$ cat src/rtl/instr_fetch_unit.sv
`default_nettype none
// ============================================================================
// Module      : instr_fetch_unit
// Description : Bus-master instruction fetcher. Issues word reads over an
//               Avalon-style read port starting at RESET_VECTOR, buffers the
//               returned words in a small FIFO and hands them to decode with a
//               valid/ready handshake. A redirect flushes buffered words and
//               drops any read still outstanding on the bus.
// Revision    : 1.0 - initial release
// ----------------------------------------------------------------------------
// Ports:
//   clk, reset        system clock, synchronous active-high reset
//   address, read     instruction read request (word-aligned byte address)
//   waitrequest       memory stall; data valid when read=1 and waitrequest=0
//   readdata          returned instruction word
//   instr_valid/instr/instr_pc/instr_ready   decode handshake (FIFO head)
//   redirect_valid/redirect_pc               branch/jump redirect strobe
//   fetch_fault, fetch_fault_pc              (FETCH_ALIGN_EXC_EN only)
// Configuration macro:
//   FETCH_ALIGN_EXC_EN - a misaligned redirect halts fetch and raises
//                        fetch_fault; otherwise the low PC bits are cleared.
// ============================================================================
module instr_fetch_unit #(
    parameter logic [31:0] RESET_VECTOR = 32'hBFC00000,
    parameter int          FIFO_DEPTH   = 2
) (
    input  logic        clk,
    input  logic        reset,
    output logic [31:0] address,
    output logic        read,
    input  logic        waitrequest,
    input  logic [31:0] readdata,
    output logic        instr_valid,
    output logic [31:0] instr,
    output logic [31:0] instr_pc,
    input  logic        instr_ready,
    input  logic        redirect_valid,
`ifdef FETCH_ALIGN_EXC_EN
    output logic        fetch_fault,
    output logic [31:0] fetch_fault_pc,
`endif
    input  logic [31:0] redirect_pc
);

    localparam int C_PTR_W = (FIFO_DEPTH > 1) ? $clog2(FIFO_DEPTH) : 1;
    localparam int C_CNT_W = C_PTR_W + 1;
    localparam logic [C_CNT_W-1:0] C_DEPTH = C_CNT_W'(FIFO_DEPTH);

    typedef enum logic [1:0] {
        S_IDLE    = 2'd0,
        S_REQ     = 2'd1,
        S_DISCARD = 2'd2,
        S_HALT    = 2'd3
    } state_t;

    state_t               state_q, state_d;
    logic [31:0]          fetch_pc_q, fetch_pc_d;
    logic [31:0]          hold_addr_q, hold_addr_d;
    logic [C_CNT_W-1:0]   count_q, count_d;
    logic [C_PTR_W-1:0]   rd_ptr_q, rd_ptr_d;
    logic [C_PTR_W-1:0]   wr_ptr_q, wr_ptr_d;
    logic                 instr_valid_q, instr_valid_d;
    logic [31:0]          instr_q, instr_d;
    logic [31:0]          instr_pc_q, instr_pc_d;

    logic [31:0]          mem_instr_q [FIFO_DEPTH];
    logic [31:0]          mem_pc_q    [FIFO_DEPTH];

    logic                 w_accept;
    logic                 w_push;
    logic                 w_pop;
    logic [C_CNT_W-1:0]   w_cnt_after;
    logic [C_CNT_W-1:0]   w_cnt_popped;
    logic [31:0]          w_new_pc;
    logic                 w_aligned;

`ifdef FETCH_ALIGN_EXC_EN
    logic                 halt_pend_q, halt_pend_d;
    logic [31:0]          fault_pc_q, fault_pc_d;
`endif

    // Bus outputs come straight from state so read/address cannot glitch
    // with waitrequest; DISCARD keeps the abandoned address on the bus.
    assign read    = (state_q == S_REQ) || (state_q == S_DISCARD);
    assign address = (state_q == S_DISCARD) ? hold_addr_q : fetch_pc_q;

    assign instr_valid = instr_valid_q;
    assign instr       = instr_q;
    assign instr_pc    = instr_pc_q;

`ifdef FETCH_ALIGN_EXC_EN
    assign fetch_fault    = (state_q == S_HALT);
    assign fetch_fault_pc = fault_pc_q;
    assign w_aligned      = (redirect_pc[1:0] == 2'b00);
`else
    assign w_aligned      = 1'b1;
`endif

    assign w_new_pc     = redirect_pc & ~32'd3;
    assign w_accept     = (state_q == S_REQ) && !waitrequest;
    // A redirect wins over both FIFO operations in the same cycle.
    assign w_push       = w_accept && !redirect_valid;
    assign w_pop        = instr_valid_q && instr_ready && !redirect_valid;
    assign w_cnt_popped = count_q - C_CNT_W'(w_pop);
    assign w_cnt_after  = w_cnt_popped + C_CNT_W'(w_push);

    // ------------------------------------------------------------------
    // Fetch state machine
    // ------------------------------------------------------------------
    always_comb begin
        state_d     = state_q;
        fetch_pc_d  = fetch_pc_q;
        hold_addr_d = hold_addr_q;
`ifdef FETCH_ALIGN_EXC_EN
        halt_pend_d = halt_pend_q;
        fault_pc_d  = fault_pc_q;
`endif

        if (w_accept) begin
            fetch_pc_d = fetch_pc_q + 32'd4;
        end

        // Post-update occupancy decides whether to request next cycle, so a
        // full FIFO restarts fetching in the cycle right after a pop.
        case (state_q)
            S_IDLE: begin
                if (w_cnt_after < C_DEPTH) begin
                    state_d = S_REQ;
                end
            end
            S_REQ: begin
                if (w_accept) begin
                    state_d = (w_cnt_after < C_DEPTH) ? S_REQ : S_IDLE;
                end
            end
            S_DISCARD: begin
                if (!waitrequest) begin
`ifdef FETCH_ALIGN_EXC_EN
                    state_d     = halt_pend_q ? S_HALT : S_REQ;
                    halt_pend_d = 1'b0;
`else
                    state_d     = S_REQ;
`endif
                end
            end
            S_HALT: begin
                state_d = S_HALT;
            end
            default: begin
                state_d = S_IDLE;
            end
        endcase

        if (redirect_valid) begin
            fetch_pc_d = w_new_pc;
            if (read && waitrequest) begin
                // Bus read cannot be withdrawn: finish it and drop the data.
                state_d = S_DISCARD;
                if (state_q == S_REQ) begin
                    hold_addr_d = fetch_pc_q;
                end
`ifdef FETCH_ALIGN_EXC_EN
                halt_pend_d = !w_aligned;
`endif
            end else begin
                state_d = w_aligned ? S_REQ : S_HALT;
`ifdef FETCH_ALIGN_EXC_EN
                halt_pend_d = 1'b0;
`endif
            end
`ifdef FETCH_ALIGN_EXC_EN
            if (!w_aligned) begin
                fault_pc_d = redirect_pc;
            end
`endif
        end
    end

    // ------------------------------------------------------------------
    // Instruction FIFO with registered head
    // ------------------------------------------------------------------
    always_comb begin
        count_d       = w_cnt_after;
        rd_ptr_d      = rd_ptr_q + C_PTR_W'(w_pop);
        wr_ptr_d      = wr_ptr_q + C_PTR_W'(w_push);
        instr_valid_d = (w_cnt_after != '0);
        instr_d       = instr_q;
        instr_pc_d    = instr_pc_q;

        if (redirect_valid) begin
            count_d       = '0;
            rd_ptr_d      = '0;
            wr_ptr_d      = '0;
            instr_valid_d = 1'b0;
        end else if (w_push && (w_cnt_popped == '0)) begin
            // Word lands in an empty FIFO: bypass storage into the head.
            instr_d    = readdata;
            instr_pc_d = fetch_pc_q;
        end else if (w_cnt_after != '0) begin
            instr_d    = mem_instr_q[rd_ptr_d];
            instr_pc_d = mem_pc_q[rd_ptr_d];
        end
    end

    always_ff @(posedge clk) begin
        if (!reset && w_push) begin
            mem_instr_q[wr_ptr_q] <= readdata;
            mem_pc_q[wr_ptr_q]    <= fetch_pc_q;
        end
    end

    always_ff @(posedge clk) begin
        if (reset) begin
            state_q       <= S_IDLE;
            fetch_pc_q    <= RESET_VECTOR;
            hold_addr_q   <= RESET_VECTOR;
            count_q       <= '0;
            rd_ptr_q      <= '0;
            wr_ptr_q      <= '0;
            instr_valid_q <= 1'b0;
            instr_q       <= 32'd0;
            instr_pc_q    <= 32'd0;
`ifdef FETCH_ALIGN_EXC_EN
            halt_pend_q   <= 1'b0;
            fault_pc_q    <= 32'd0;
`endif
        end else begin
            state_q       <= state_d;
            fetch_pc_q    <= fetch_pc_d;
            hold_addr_q   <= hold_addr_d;
            count_q       <= count_d;
            rd_ptr_q      <= rd_ptr_d;
            wr_ptr_q      <= wr_ptr_d;
            instr_valid_q <= instr_valid_d;
            instr_q       <= instr_d;
            instr_pc_q    <= instr_pc_d;
`ifdef FETCH_ALIGN_EXC_EN
            halt_pend_q   <= halt_pend_d;
            fault_pc_q    <= fault_pc_d;
`endif
        end
    end

endmodule
`default_nettype wire

$ cat config.mk
export PLATFORM = sky130hd
export DESIGN_NAME = instr_fetch_unit
export DESIGN_NICKNAME = d
export VERILOG_FILES = /design/src/rtl/instr_fetch_unit.sv
export SDC_FILE = /design/constraint.sdc
export NUM_CORES = 1
export LEC_CHECK = 0
export CAP_MARGIN = 15
export CORE_MARGIN = 4
export CORE_UTILIZATION = 36
export CTS_CLUSTER_DIAMETER = 200
export CTS_CLUSTER_SIZE = 16
export DETAILED_ROUTE_END_ITERATION = 7
export PLACE_DENSITY_LB_ADDON = 0.25
export SETUP_SLACK_MARGIN = 0.05
export SYNTH_ARGS = -nofsm -noshare
export SYNTH_HDL_FRONTEND = slang
export SYNTH_SLANG_ARGS = --single-unit
$ cat constraint.sdc
create_clock -name clk -period 6.8 [get_ports clk]
set_clock_uncertainty 0.1 [all_clocks]
set_input_delay 1.36 -clock clk [delete_from_list [all_inputs] [get_ports clk]]
set_output_delay 1.36 -clock clk [all_outputs]
set_load 0.005 [all_outputs]
* After elaboration in Yosys (flattened, before gate mapping)
Memory sizes are Yosys's and may differ from the RTL's.
Cells that the tools add are included.
** Operators by class
- $add $sub $neg :: 5
- Magnitude comparators :: 1
- Eq/ne operators :: 6
- Mux-type cells :: 16
- Bitwise logic cells :: 1
- Reductions and logical operators :: 20
** Operators with widths (number)
- $mux 32 :: 7
- $add 32x3->32 const B :: 1
- $mux 2 :: 5
- $ne 3x3->1 const B :: 3
- $pmux 2 s4 :: 1
- $logic_and 1x1->1 :: 7
- $reduce_and 3->1 :: 2
- $reduce_bool 2->1 :: 3
- $eq 2x2->1 const B :: 2
- $logic_not 2->1 :: 2
- $logic_not 1->1 :: 3
- $mux 1 :: 3
- $add 1x1->1 :: 2
- $add 2x1->2 :: 1
- $eq 2x1->1 const B :: 1
- $lt 2x2->1 const B :: 1
- $reduce_and 2->1 :: 1
- $reduce_or 2->1 :: 1
- $sub 2x1->2 :: 1
- $logic_or 1x1->1 :: 1
- $not 1->1 :: 1
** Storage, ports and cells
- Flip-flop bits (word level) :: 135
- Memory bits (writable) :: 128
- Bits of input ports :: 69
- Output and inout port bits :: 98
- Word-level logic and storage cells :: 61
- Memories :: 2
** Memory list
- mem_instr_q :: words 2, width 32, rd ports 1, clocked after memory_dff 0, wr ports 1, RTL line 66 : logic [31:0] mem_instr_q [FIFO_DEPTH];
- mem_pc_q :: words 2, width 32, rd ports 1, clocked after memory_dff 0, wr ports 1, RTL line 67 : logic [31:0] mem_pc_q [FIFO_DEPTH];

* Depth between registers and ports, before layout
- Word-level depth :: 9
- Mapped depth :: 13
- Mapped depth without buffers :: 10

* Worst setup path before layout
No wires, ideal clock.
- Path kind :: in2reg
- Start :: input redirect_valid
- End :: memory mem_instr_q[0][0] (enable)
- Library setup time :: 558 ps
- Data arrival time :: 6108 ps
- Required time :: 6142 ps
- Slack :: 34 ps
- Cell stages on the path :: 3
- Path buffers :: 1
- Cell sequence :: clkbuf_1 > or2_2 > nor3_1
** Between the ends
- Word-level cells in the longest chain between the ends :: 5
** Ends and longest elaborated chain
- start, declared :: RTL line 37 : input logic redirect_valid,
- $logic_not 1->1 :: RTL line 102 : assign w_push = w_accept && !redirect_valid;
- $logic_and 1x1->1 :: RTL line 102
- $logic_and 1x1->1 :: RTL line 206 : if (!reset && w_push) begin
- $mux 1 :: RTL line 206
- $mux 1 (implied by the code) :: RTL line 207 : mem_instr_q[wr_ptr_q] <= readdata;
- end, declared :: RTL line 66
No other way between the ends.

* Worst setup path after layout
- Start :: input redirect_valid
- End :: register instr_pc_q[16], in the netlist instr_pc[16]
** Between the ends
- Word-level cells in the longest chain between the ends :: 7
- Elaborated cells between the ends (all ways) :: 15
- Those cells by class :: add/sub: 3; mux: 2; bitwise: 1; reduce/logical: 8; memory: 1
** Ends and longest elaborated chain
- $logic_not 1->1 * :: RTL line 102, 103
- $logic_and 1x1->1 :: RTL line 103 : assign w_pop = instr_valid_q && instr_ready && !redirect_valid;
- $sub 2x1->2 :: RTL line 104 : assign w_cnt_popped = count_q - C_CNT_W'(w_pop);
- $add 2x1->2 * :: RTL line 105 : assign w_cnt_after = w_cnt_popped + C_CNT_W'(w_push);
- via w_cnt_after[0] :: RTL line 72 : logic [C_CNT_W-1:0] w_cnt_after;
- $reduce_bool 2->1 * :: RTL line 199 : end else if (w_cnt_after != '0) begin
- $reduce_bool 2->1 (no line) *
- $reduce_and 2->1 (no line) *
- end signal, assigned :: RTL line 236 : instr_pc_q <= instr_pc_d;
- end, declared :: RTL line 64 : logic [31:0] instr_pc_q, instr_pc_d;
Mark *: on every way through the listed nets, which the timed path passes. The rest lies on a longest branch. The select of a mux whose other input is x is not followed.
A chain may end at the register's enable or synchronous reset.

==> PnR_summary.wiki <==
{| class="wikitable"
! Metric !! Value
|-
| NumNets Final || 1160
|-
| DR vias || 7756
|-
| Worst reg2reg setup slack || 3450 ps
|-
| Share of power burned in registers || 54.6%
|-
| Library cell with the largest summed area after synthesis || sky130_fd_sc_hd__edfxtp_1
|-
| Pin count of the biggest net entering global routing || 113
|-
| Area grow syn2layout || 22.3%
|-
| CP bufs+invs || 5
|-
| Total overflow reported by the global router || 0
|-
| Clock Tree Buf Depth || 3
|-
| Global-route wire length before repair || 43400 um
|-
| Netlist cell types || 53
|-
| Largest fanout of any net on the critical path || 32
|-
| Data arrival time of the critical path || 4980 ps
|-
| Number of hold violations in the final report || 0
|-
| Static leakage || 0.00450 uW
|-
| Row count || 63
|-
| Share of final-layout standard cells stronger than drive strength 1 || 8.39%
|-
| Primary flip-flop cell chosen by synthesis mapping || sky130_fd_sc_hd__dfxtp_1
|-
| Area of the core region || 0.0298 mm2
|-
| TritonCTS clock tree || done
|-
| Unrepaired setup endpoints after global routing || no
|-
| Power per Cell Area || 233 mW/mm2
|-
| Category of the most critical setup path || in -> reg
|-
| Cell with the most instances on the worst path || sky130_fd_sc_hd__inv_1
|-
| Worst vdd ir || 0.122 mV
|-
| Pin slew with the least headroom to its limit || 1140 ps
|-
| Count of instances resized after the clock tree is built || 0
|-
| Summed negative setup slack over all endpoints || 0 ps
|-
| Count of pins over their slew limit || 0
|-
| Worst hold path type || reg -> reg
|-
| Maximum operating frequency || 214 MHz
|-
| Total Die Area || 0.0332 mm2
|-
| Global placer's final weighted congestion || 0.764
|-
| Number of remaining DRC errors || 0
|-
| Max-slew headroom at the worst pin || 23.9%
|-
| Total clock buffers created by CTS || 19
|-
| #FFs+latches synth || 253
|-
| Combinational Power Share || 11.9%
|-
| CP endpoint || instr_pc[16]$_SDFFE_PP0P_
|-
| IO Port Bufs || 160
|-
| Net switching component of the power || 753 uW
|-
| Final worst path period share || 68.8%
|-
| Final antenna-violating net count || 0
|-
| Post-synth top area share || 34.1%
|-
| CP delay by family, top || simple AND/OR/NAND/NOR gates
|-
| Post CTS Setup Buffer Count || 0
|-
| Detail-routed via count per cell || 5.22
|-
| Num Clock Sinks || 253
|-
| Final number of setup-violating endpoints || 0
|-
| Antenna diodes || 0
|-
| R2r endpoint || mem_pc_q[1][20]$_DFFE_PP_
|-
| Internal power || 2370 uW
|-
| Time the worst path needs with I/O delays and setup || 4680 ps
|-
| Count of mapped cells out of synthesis || 962
|-
| Clock tree root driver cell || sky130_fd_sc_hd__clkbuf_16
|-
| Status || finished clean
|-
| FF-to-FF path depth || 5
|-
| Area contributors post-synth || sky130_fd_sc_hd__edfxtp_1, sky130_fd_sc_hd__dfxtp_1, sky130_fd_sc_hd__a211oi_1, sky130_fd_sc_hd__nor2_1, sky130_fd_sc_hd__nand3b_1
|-
| Sw Ratio || 24.1%
|-
| CTS HTree Levels || 1
|-
| Cell count along the critical path || 12
|-
| Async SR Flop Fraction || 0%
|-
| Mapped Area || 0.0109 mm2
|-
| Initial DRC Count || 436
|-
| Synth Warn # || 0
|-
| Worst Setup Start Kind || input port
|-
| Hold path startpoint || hold_addr_q[19]$_SDFFE_PP0P_
|-
| TritonRoute pass-1 iters || 5
|-
| Critical path startpoint || redirect_valid
|-
| Via count of the first global-routing pass || 7731
|-
| Part of the Yosys area used for sequential elements || 57.7%
|-
| Endpoint required time on the critical path || 7100 ps
|-
| Number of flops mapped to enable cells by yosys || 124
|-
| Number of placed I/O pins || 167
|-
| Mean cell area of the mapped netlist || 11.4 um2
|-
| Overall routed net length || 27900 um
|-
| Later-pin clock latency in the skew report || 490 ps
|-
| Fill cell count || 2810
|-
| Dpl cells || 1451
|-
| Maxcap violations || 0
|-
| Chip height || 182 um
|-
| Tot GR Track Use || 16.2%
|-
| Clock transition at the registers of the reported paths || 70 ps
|-
| Clock group share of total power || 33.5%
|-
| Die X || 182 um
|-
| Initial core utilization || 36.7%
|-
| Critical Path End Type || flip-flop
|-
| Number of buffers added to fix hold violations after cts || 0
|-
| Cells along the critical path || clkdlybuf4s50_1 -> buf_4 -> nand3b_1 -> inv_1 -> ha_1 -> inv_1 -> ha_1 -> inv_1 -> a31o_2 -> nor2_2 -> nor2_1 -> a2111oi_4
|-
| Critical-path cell with the highest stage delay || sky130_fd_sc_hd__nor2_2
|-
| Routed length per placed instance || 18.8 um
|-
| Startpoint of the lowest-slack register-to-register path || state_q[1]$_SDFFE_PP0P_
|-
| Final HPWL from detailed placement || 17600 um
|-
| Initial antenna violation count || 0
|-
| Stage delay of the slowest cell on the critical path || 860 ps
|-
| Final standard cell count with taps included and fillers excluded || 1486
|}
-- flip-flops by register name, indices dropped and copies added, names as in the netlist --
name / count
instr: 32
hold_addr_q: 30
mem_pc_q: 60
wr_ptr_q: 1
mem_instr_q: 64
count_q: 2
state_q: 2
instr_pc: 30
fetch_pc_q: 30
rd_ptr_q: 1
instr_valid: 1
-- stage by stage --
stage               utilization (%)  hold WS [ps]  setup slack, ps  total power (uW)  instance area, um2
global route                   44.9           371             1850              3250               13400
CTS                            44.8           358             2090              3160               13300
finish                         44.9           357             2120              3120               13400
floorplan                         -           320             1940              1920               11000
detailed placement             43.0           347             1580              2110               12800
global placement               43.0           339             1630              2110               12800
-- worst min path at each step --
stage / to / slack, ps / depth (start not counted)
floorplan: mem_pc_q[0][15]$_DFFE_PP_ / 320 / 0
global placement: hold_addr_q[3]$_SDFFE_PP0P_ / 340 / 2
detailed placement: hold_addr_q[21]$_SDFFE_PP0P_ / 350 / 2
CTS: hold_addr_q[21]$_SDFFE_PP0P_ / 360 / 2
global route: hold_addr_q[9]$_SDFFE_PP0P_ / 370 / 2
finish: hold_addr_q[19]$_SDFFE_PP0P_ / 360 / 2
-- synth_stat cells, drive strengths merged (2+ instances only) --
| cell | number |
|---|---|
| dfxtp | 129 |
| edfxtp | 124 |
| nor2 | 120 |
| nand2 | 78 |
| a211oi | 60 |
| nand3b | 54 |
| clkbuf | 49 |
| nor2b | 46 |
| o41ai | 44 |
| a21oi | 33 |
| buf | 28 |
| mux2 | 27 |
| mux2i | 21 |
| a2111oi | 20 |
| xor2 | 17 |
| nor3 | 14 |
| inv | 12 |
| nand3 | 12 |
| nand4 | 11 |
| o21ai | 8 |
| xnor2 | 8 |
| ha | 7 |
| and3 | 5 |
| and2 | 4 |
| nand2b | 4 |
| or2 | 4 |
| and4 | 3 |
| nor4b | 3 |
| o21a | 3 |
| a31o | 2 |
| a31oi | 2 |
| nor4 | 2 |
-- worst register-to-register path, cell delays in order, from the launching register on --
cell,delay [ps]
sky130_fd_sc_hd__dfxtp_1,330
sky130_fd_sc_hd__inv_1,100
sky130_fd_sc_hd__ha_1,320
sky130_fd_sc_hd__nor2b_1,690
sky130_fd_sc_hd__and3_2,840
sky130_fd_sc_hd__buf_4,590
-- cells by family after synthesis --
group                    share of synthesized area (%)
AO/OA/AOI/OAI                                     13.7
AND/OR/NAND/NOR                                   17.0
other                                           0.0343
XOR/XNOR                                          2.36
adder cells (fa/ha/maj)                          0.801
multiplexers                                      4.70
flip-flops                                        57.7
buffers and inverters                             3.65
-- cells in the final DEF (no fill, tap or decap), types with 15 or more instances in the layout --
cell type	count
sky130_fd_sc_hd__a211oi_1	60
sky130_fd_sc_hd__a21oi_1	33
sky130_fd_sc_hd__clkbuf_16	19
sky130_fd_sc_hd__clkdlybuf4s50_1	159
sky130_fd_sc_hd__dfxtp_1	129
sky130_fd_sc_hd__edfxtp_1	124
sky130_fd_sc_hd__mux2_2	27
sky130_fd_sc_hd__mux2i_1	21
sky130_fd_sc_hd__nand2_1	78
sky130_fd_sc_hd__nand3b_1	54
sky130_fd_sc_hd__nor2_1	117
sky130_fd_sc_hd__nor2b_1	46
sky130_fd_sc_hd__o41ai_1	44
sky130_fd_sc_hd__xor2_1	15
-- routing by layer --
metal | vias up | global-route usage, % | part of all wire (%)
li1 | 3747 | - | -
met1 | 3805 | 21.3 | 45
met2 | 169 | 28.1 | 49
met3 | 35 | 2.53 | 4.5
met4 | 0 | 3.84 | 1.9
met5 | - | 0 | 0
-- power groups by stage --
stage | Clock [uW] | Sequential [uW] | Combinational, uW
after floorplan | 0 | 1720 | 195
after global placement | 0 | 1740 | 369
after detailed placement | 0 | 1740 | 373
after CTS | 1080 | 1710 | 375
after global routing | 1140 | 1710 | 402
final | 1050 | 1710 | 371
-- area by class of cell --
type	instances	area, um2	share of cell area, %
Sequential cell	253	6310	47.1
Timing Repair Buffer	175	1740	13.0
Clock inverter	1	5.00	0.0374
Inverter	13	48.8	0.365
Tap cell	390	488	3.65
Multi-Input combinational cell	622	4270	31.9
Clock buffer	32	524	3.92
Power figures use the tool's default switching activity.
